<file path="src/rtl/kp_pkg.sv">
// kp_pkg: shared MIDI constants, FSM encodings and note helpers
// for the Karplus-Strong MIDI voice controller.
package kp_pkg;

  localparam int FS_HZ    = 96000;
  localparam int MIN_NOTE = 43;

  localparam logic [3:0] NOTE_OFF    = 4'h8;
  localparam logic [3:0] NOTE_ON     = 4'h9;
  localparam logic [3:0] CC          = 4'hB;
  localparam logic [7:0] SYSEX_START = 8'hF0;
  localparam logic [7:0] SYSEX_END   = 8'hF7;

  typedef enum logic [2:0] {
    P_IDLE,
    P_DATA1,
    P_DATA2,
    P_SKIP1,
    P_SYSEX
  } parse_t;

  typedef enum logic [1:0] {
    T_IDLE,
    T_HOLD,
    T_GAP
  } trig_t;

  function automatic logic [6:0] fold_note(
    input logic [6:0] n,
    input int         min_n
  );
    logic [6:0] f;
    f = n;
    for (int i = 0; i < 11; i++)
      if (int'(f) < min_n) f = f + 7'd12;
    return f;
  endfunction

  // Elaboration-time only: period in samples, saturated to 10 bits
  function automatic logic [9:0] note_period(
    input int n,
    input int fs
  );
    real p;
    p = real'(fs) / (440.0 * (2.0 ** (real'(n - 69) / 12.0)));
    if (p > 1023.0) return 10'd1023;
    return 10'($rtoi(p + 0.5));
  endfunction

endpackage

</file>
<file path="src/rtl/kp_note_period_rom.sv">
// kp_note_period_rom: 128x10 note-to-period table with a
// registered output, built at elaboration from the sample rate.
module kp_note_period_rom
  import kp_pkg::*;
#(
  parameter int FS = FS_HZ
) (
  input  logic       i_clk,
  input  logic [6:0] i_addr,
  output logic [9:0] o_q
);

  logic [9:0] w_tab [128];
  logic [9:0] r_q;

  for (genvar g = 0; g < 128; g++) begin : g_rom
    localparam logic [9:0] P = note_period(g, FS);
    assign w_tab[g] = P;
  end

  always_ff @(posedge i_clk)
    r_q <= w_tab[i_addr];

  assign o_q = r_q;

endmodule

</file>
<file path="src/rtl/kp_midi_voice_ctrl.sv">
// kp_midi_voice_ctrl: monophonic last-note MIDI front end for the KP voice.
// Define KP_MIDI_CC_EN to enable CC74 filter select and CC72 release decay.
module kp_midi_voice_ctrl
  import kp_pkg::*;
#(
  parameter int          TRIG_HOLD     = 8,
  parameter int          TRIG_GAP      = 8,
  parameter logic [11:0] SUSTAIN_DECAY = 12'd4090,
  parameter logic [11:0] RELEASE_DECAY = 12'd3800,
  parameter logic [2:0]  FILT_DEFAULT  = 3'd2
) (
  input  logic        audio_clk,
  input  logic        reset,
  input  logic [3:0]  midi_chan,
  input  logic [7:0]  midi_byte,
  input  logic        midi_valid,
  output logic        trig,
  output logic [6:0]  velocity,
  output logic [9:0]  delay_length,
  output logic [11:0] decay,
  output logic [2:0]  filtsw,
  output logic        note_active,
  output logic [6:0]  cur_note
);

  parse_t      r_pst;
  logic [7:0]  r_rs;
  logic        r_rs_vld;
  logic [6:0]  r_d1;
  logic        r_on;
  logic        r_off;
  logic [6:0]  r_evn;
  logic [6:0]  r_evv;

  trig_t       r_tst;
  logic [7:0]  r_tcnt;
  logic        r_trig;
  logic [6:0]  r_vel;
  logic [9:0]  r_len;
  logic [11:0] r_dec;
  logic        r_act;
  logic [6:0]  r_cur;

  logic [6:0]  w_addr;
  logic [9:0]  w_period;
  logic [11:0] w_rel;
  logic [2:0]  w_filt;
  logic [3:0]  w_type;
  logic        w_match;
  logic        w_rt, w_sx, w_sxs, w_sys;
  logic        w_chs, w_dat;
  logic        w_non, w_noff;

  // Byte classes are mutually exclusive and cover every byte
  assign w_rt  = midi_byte[7:3] == 5'b11111;
  assign w_sx  = !w_rt && r_pst == P_SYSEX;
  assign w_sxs = !w_rt && r_pst != P_SYSEX &&
                 midi_byte == SYSEX_START;
  assign w_sys = !w_rt && r_pst != P_SYSEX &&
                 midi_byte[7:4] == 4'hF &&
                 midi_byte != SYSEX_START;
  assign w_chs = r_pst != P_SYSEX && midi_byte[7] &&
                 midi_byte[7:4] != 4'hF;
  assign w_dat = r_pst != P_SYSEX && !midi_byte[7];

  assign w_type  = r_rs[7:4];
  assign w_match = r_rs[3:0] == midi_chan;
  assign w_non   = w_type == NOTE_ON && midi_byte[6:0] != 7'd0;
  assign w_noff  = w_type == NOTE_OFF ||
                   (w_type == NOTE_ON && midi_byte[6:0] == 7'd0);

`ifdef KP_MIDI_CC_EN
  logic [2:0]  r_filt;
  logic [11:0] r_rel;
  logic        w_cc74, w_cc72;
  assign w_cc74 = w_type == CC && r_d1 == 7'd74;
  assign w_cc72 = w_type == CC && r_d1 == 7'd72;
  assign w_filt = r_filt;
  assign w_rel  = r_rel;
`else
  assign w_filt = FILT_DEFAULT;
  assign w_rel  = RELEASE_DECAY;
`endif

  always_ff @(posedge audio_clk) begin
    if (reset) begin
      r_pst    <= P_IDLE;
      r_rs     <= 8'h00;
      r_rs_vld <= 1'b0;
      r_d1     <= 7'd0;
      r_on     <= 1'b0;
      r_off    <= 1'b0;
      r_evn    <= 7'd0;
      r_evv    <= 7'd0;
`ifdef KP_MIDI_CC_EN
      r_filt   <= FILT_DEFAULT;
      r_rel    <= RELEASE_DECAY;
`endif
    end else begin
      r_on  <= 1'b0;
      r_off <= 1'b0;
      if (midi_valid) begin
        unique case (1'b1)
          w_rt: ;
          w_sx: if (midi_byte == SYSEX_END) r_pst <= P_IDLE;
          w_sxs: begin
            r_pst    <= P_SYSEX;
            r_rs_vld <= 1'b0;
          end
          w_sys: begin
            r_pst    <= P_IDLE;
            r_rs_vld <= 1'b0;
          end
          w_chs: begin
            r_rs     <= midi_byte;
            r_rs_vld <= 1'b1;
            r_pst    <= (midi_byte[7:5] == 3'b110) ?
                        P_SKIP1 : P_DATA1;
          end
          w_dat: begin
            unique case (r_pst)
              P_IDLE: begin
                if (r_rs_vld && r_rs[7:5] != 3'b110) begin
                  r_d1  <= midi_byte[6:0];
                  r_pst <= P_DATA2;
                end
              end
              P_DATA1: begin
                r_d1  <= midi_byte[6:0];
                r_pst <= P_DATA2;
              end
              P_DATA2: begin
                r_pst <= P_IDLE;
                if (w_match) begin
                  unique case (1'b1)
                    w_non: begin
                      r_on  <= 1'b1;
                      r_evn <= r_d1;
                      r_evv <= midi_byte[6:0];
                    end
                    w_noff: begin
                      r_off <= 1'b1;
                      r_evn <= r_d1;
                    end
`ifdef KP_MIDI_CC_EN
                    w_cc74: r_filt <= midi_byte[6:4];
                    w_cc72: r_rel  <= 12'd3072 +
                      {2'b00, midi_byte[6:0], 3'b000};
`endif
                    default: ;
                  endcase
                end
              end
              P_SKIP1: r_pst <= P_IDLE;
              default: r_pst <= P_IDLE;
            endcase
          end
          default: ;
        endcase
      end
    end
  end

  // ROM address is the held DATA1 note, so the period is ready one cycle after dispatch
  assign w_addr = fold_note(r_d1, MIN_NOTE);

  kp_note_period_rom #(
    .FS (FS_HZ)
  ) u_rom (
    .i_clk  (audio_clk),
    .i_addr (w_addr),
    .o_q    (w_period)
  );

  always_ff @(posedge audio_clk) begin
    if (reset) begin
      r_trig <= 1'b1;
      r_vel  <= 7'd0;
      r_len  <= 10'd218;
      r_dec  <= RELEASE_DECAY;
      r_act  <= 1'b0;
      r_cur  <= 7'd69;
      r_tst  <= T_IDLE;
      r_tcnt <= 8'd0;
    end else begin
      if (r_on) begin
        r_cur <= r_evn;
        r_vel <= r_evv;
        r_act <= 1'b1;
        r_dec <= SUSTAIN_DECAY;
        r_len <= w_period;
      end else if (r_off && r_evn == r_cur) begin
        r_act <= 1'b0;
        r_dec <= w_rel;
      end
      unique case (r_tst)
        T_IDLE: begin
          if (r_on) begin
            r_tst  <= T_HOLD;
            r_trig <= 1'b0;
            r_tcnt <= 8'(TRIG_HOLD - 1);
          end
        end
        T_HOLD: begin
          if (r_on) begin
            r_tst  <= T_GAP;
            r_trig <= 1'b1;
            r_tcnt <= 8'(TRIG_GAP - 1);
          end else if (r_tcnt == 8'd0) begin
            r_tst  <= T_IDLE;
            r_trig <= 1'b1;
          end else begin
            r_tcnt <= r_tcnt - 8'd1;
          end
        end
        T_GAP: begin
          if (r_tcnt == 8'd0) begin
            r_tst  <= T_HOLD;
            r_trig <= 1'b0;
            r_tcnt <= 8'(TRIG_HOLD - 1);
          end else begin
            r_tcnt <= r_tcnt - 8'd1;
          end
        end
        default: begin
          r_tst  <= T_IDLE;
          r_trig <= 1'b1;
        end
      endcase
    end
  end

  assign trig         = r_trig;
  assign velocity     = r_vel;
  assign delay_length = r_len;
  assign decay        = r_dec;
  assign filtsw       = w_filt;
  assign note_active  = r_act;
  assign cur_note     = r_cur;

endmodule
</file>
<file path="config.mk">
export PLATFORM = sky130hd
export DESIGN_NAME = kp_midi_voice_ctrl
export DESIGN_NICKNAME = d
export VERILOG_FILES = /design/src/rtl/kp_pkg.sv /design/src/rtl/kp_note_period_rom.sv /design/src/rtl/kp_midi_voice_ctrl.sv
export SDC_FILE = /design/constraint.sdc
export NUM_CORES = 1
export LEC_CHECK = 0
export ABC_CLOCK_PERIOD_IN_PS = 11200
export BUFFER_PORTS_ARGS = -buffer_cell sky130_fd_sc_hd__buf_4
export CELL_PAD_IN_SITES_DETAIL_PLACEMENT = 2
export CELL_PAD_IN_SITES_GLOBAL_PLACEMENT = 2
export CORE_ASPECT_RATIO = 1.5
export CORE_MARGIN = 2
export CORE_UTILIZATION = 37
export DETAILED_ROUTE_END_ITERATION = 12
export PLACE_DENSITY = 0.78
export SKIP_CTS_REPAIR_TIMING = 1
export SLEW_MARGIN = 30
export SYNTH_ARGS = -nofsm -noshare
export SYNTH_HDL_FRONTEND = slang
export SYNTH_SLANG_ARGS = --single-unit
</file>
<file path="constraint.sdc">
create_clock -name audio_clk -period 11.2 [get_ports audio_clk]
set_input_delay 2.24 -clock audio_clk [delete_from_list [all_inputs] [get_ports audio_clk]]
set_output_delay 2.24 -clock audio_clk [all_outputs]
set_load 0.01 [all_outputs]
</file>
==> impl_results.md <==
* Status: complete, no violations
* Clock tree root driver cell: clkbuf_16
* Post-DP HPWL at approximately 18 mm
* Global route overflow at 0
* Final Hold Slack at ~0.45 ns
* Drt total wl at approximately 25 mm
* Port Buffers at 43
* Synthesis-to-layout area growth at 14.67%
* Final Max Tran Viols at 0
* Reg2Reg Depth at 46
* Max Fclk at approximately 0.093 GHz
* Synthesized-area fraction occupied by and/or/nand/nor cells at about 21%
* Fin crit share at between 90% and 100%
* Register bit total from synthesis at 81
* RR Endpoint: u_rom.o_q[0]$_DFF_P_
* Row Count at 60
* RR Startpoint: r_d1[2]$_SDFFE_PP0P_
* Clock Skew at slightly above 0.01 ns
* Compound-Gate Fraction of Synth Area at 31.68%
* Worst hold path class: reg2reg
* Xor/xnor share of the synthesized area at around 3%
* Worst Setup EP: u_rom.o_q[0]$_DFF_P_
* CTS sink cnt at between 80 and 90
* Crit path max fanout at 16
* DRC violations left at 0
* Number of routed nets with antenna violations at 0
* Worst-path clk slew at roughly 0.06 ns
* Die Span Y at around 170 um
* Critical Path AT at about 11 ns
* Initial core utilization at 37.68%
* Nets at 928
* Crit path capture type: flip-flop
* Htree depth at 3
* Setup CP Type: reg2reg
* Main combinational cell family by area after synthesis: compound AO/OA/AOI/OAI gates
* Synth Area per Inst at 7.964 um2
* Minimum clock period at 10.79 ns
* TritonCTS clock tree: done
* Average via count per standard cell at around 6.2
* Slew HR at roughly 37%
* Synthesized area at just under 7000 um2
* Number of synthesized flops with an enable pin at 0
* Crit start category: flip-flop
* Synth Flop Type: dfxtp_1
* DR pass1 iterations at 4
* Die ar. at between 15000 and 20000 um2
* Crit path from: r_d1[2]$_SDFFE_PP0P_
* DRC violation total after the first TritonRoute iteration at around 400
* Die W at about 110 um
* Placer Congestion at between 0.9 and 1
* First-pass GRT wire length at between 30 and 40 mm
* Synth unique cells at approximately 110
* Clock latency on the worst-skew pair at around 0.34 ns
* Maxcap violations at 0
* Final hold violation count at 0
* Worst EP required at 11.41 ns
* CP max stage cell: o31ai_4
* CP peak stage delay at roughly 0.69 ns
* Placed insts at 1071
* Ports at between 50 and 60
* Core ar. at about 18000 um2
* Tot GR Track Use at between 20% and 30%
* Adder-cell share of the synthesized area at under 10%
* Setup Viol. Count Final at 0
* Synth warn at 0
* Cell mode on critical path: ha_1
* Most frequent cells in the layout: 108 x nor2_1, 81 x buf_4, 78 x dfxtp_1
* Maximum clock path buffer count at 2
* Syn Inst Count at 849
* Via count at ~6.9k
* Routed WL per cell at between 20 and 25 um
* Reg2Reg Setup Slack at 0.41 ns
* Initial antenna violation count at 0
* Non-Filler Instances at around 1.1k
* Post-synthesis mux area share at 7.642%
* TritonCTS Buffers at 9
* Worst-Margin Slew at around 0.93 ns
* Most common cell after layout, fill and taps aside: nor2_1
* Vias in the first global route at roughly 7.4k
* Seq/Total Area, Yosys at 23.98%
* Layout cell share with drive strength beyond 1 at 20.58%
* Pin count of the biggest net entering global routing at slightly below 70
* Ant. Diodes at 0
* FFs w/ async S/R, synth at 0%
-- sequential cells by signal, indices dropped and copies added, names as in the netlist --
register and flops:
cur_note 7, decay 1, delay_length 10, r_d1 7, r_evn 7, r_evv 7
r_off 1, r_on 1, r_pst 3, r_rs 8, r_rs_vld 1, r_tcnt 8
r_tst 2, trig 1, u_rom.o_q 10, velocity 7
-- cells in the mapped netlist (13+ instances only) --
library cell    n  area (um2)
inv_1          26       97.59
nand2_1        65       244.0
dfxtp_1        81        1622
mux2i_1        46       460.4
nor2b_1        13       81.33
nor3_1         18       90.09
nand3_1        13       65.06
a211o_1        14       122.6
a21oi_1        58       290.3
xor2_1         13       113.9
buf_4          17       127.6
o21ai_0        32       160.2
buf_2          14       70.07
o211ai_1       16       120.1
a31oi_1        21       131.4
ha_1           28       350.3
clkbuf_1       30       112.6
nor2_1        110       412.9
-- through the flow --
| step | setup TNS (ns) | area (um2) | utilization [%] | setup WS (ns) |
|---|---|---|---|---|
| after floorplan | 0 | 6799 | - | 1.051 |
| after global placement | 0 | 7187 | 40.06 | 0.4257 |
| after detailed placement | -0.3688 | 7187 | 40.06 | -0.1858 |
| after CTS | -0.4214 | 7482 | 41.70 | -0.1831 |
| after global routing | -0.06517 | 7754 | 43.21 | -0.05993 |
| final | 0 | 7754 | 43.21 | 0.4146 |
-- critical path: cells and delay by family, from the launching register on --
| family | cells | cell delay (ns) |
|---|---|---|
| AO/OA/AOI/OAI | 18 | 4.58 |
| adder cells (fa/ha/maj) | 9 | 2.68 |
| flip-flops | 1 | 0.31 |
| buffers and inverters | 8 | 0.93 |
| AND/OR/NAND/NOR | 11 | 2.12 |
-- how the worst min path moves through the flow --
stage                     cells after the start            startpoint                      endpoint
after floorplan                               1  u_rom.o_q[7]$_DFF_P_  delay_length[7]$_SDFFE_PP1P_
after global placement                        1  u_rom.o_q[7]$_DFF_P_  delay_length[7]$_SDFFE_PP1P_
after detailed placement                      1  u_rom.o_q[4]$_DFF_P_  delay_length[4]$_SDFFE_PP1P_
after CTS                                     1  u_rom.o_q[4]$_DFF_P_  delay_length[4]$_SDFFE_PP1P_
after global routing                          1  u_rom.o_q[1]$_DFF_P_  delay_length[1]$_SDFFE_PP1P_
final                                         1  u_rom.o_q[4]$_DFF_P_  delay_length[4]$_SDFFE_PP1P_
-- metal layers --
layer | vias to the layer above | part of all wire, % | global-route usage, %
met4 | 0 | 3.9 | 12.57
met3 | 73 | 2.0 | 2.250
met1 | 3452 | 39 | 27.22
met2 | 155 | 55 | 48.65
li1 | 3177 | - | -
met5 | - | 0 | 0
-- layout make-up --
class / instances / area [um2]
clock buffers: 10 / 239.0
inverters: 32 / 122.6
repair buffers: 81 / 608.1
clock inverters: 5 / 56.30
flip-flops and latches: 81 / 1628
well taps: 217 / 271.5
fillers: 2052 / 10190
multi-input cells: 680 / 4828
-- cells by family after synthesis --
family          count (synthesis)
compound gates                274
xor+xnor                       20
fa+ha+maj                      28
buf+inv                        98
flops                          81
mux                            51
other cells                     2
simple gates                  295
Power is not shown: default switching activity piles up to over one toggle a cycle in this logic, so the estimate is an artifact.
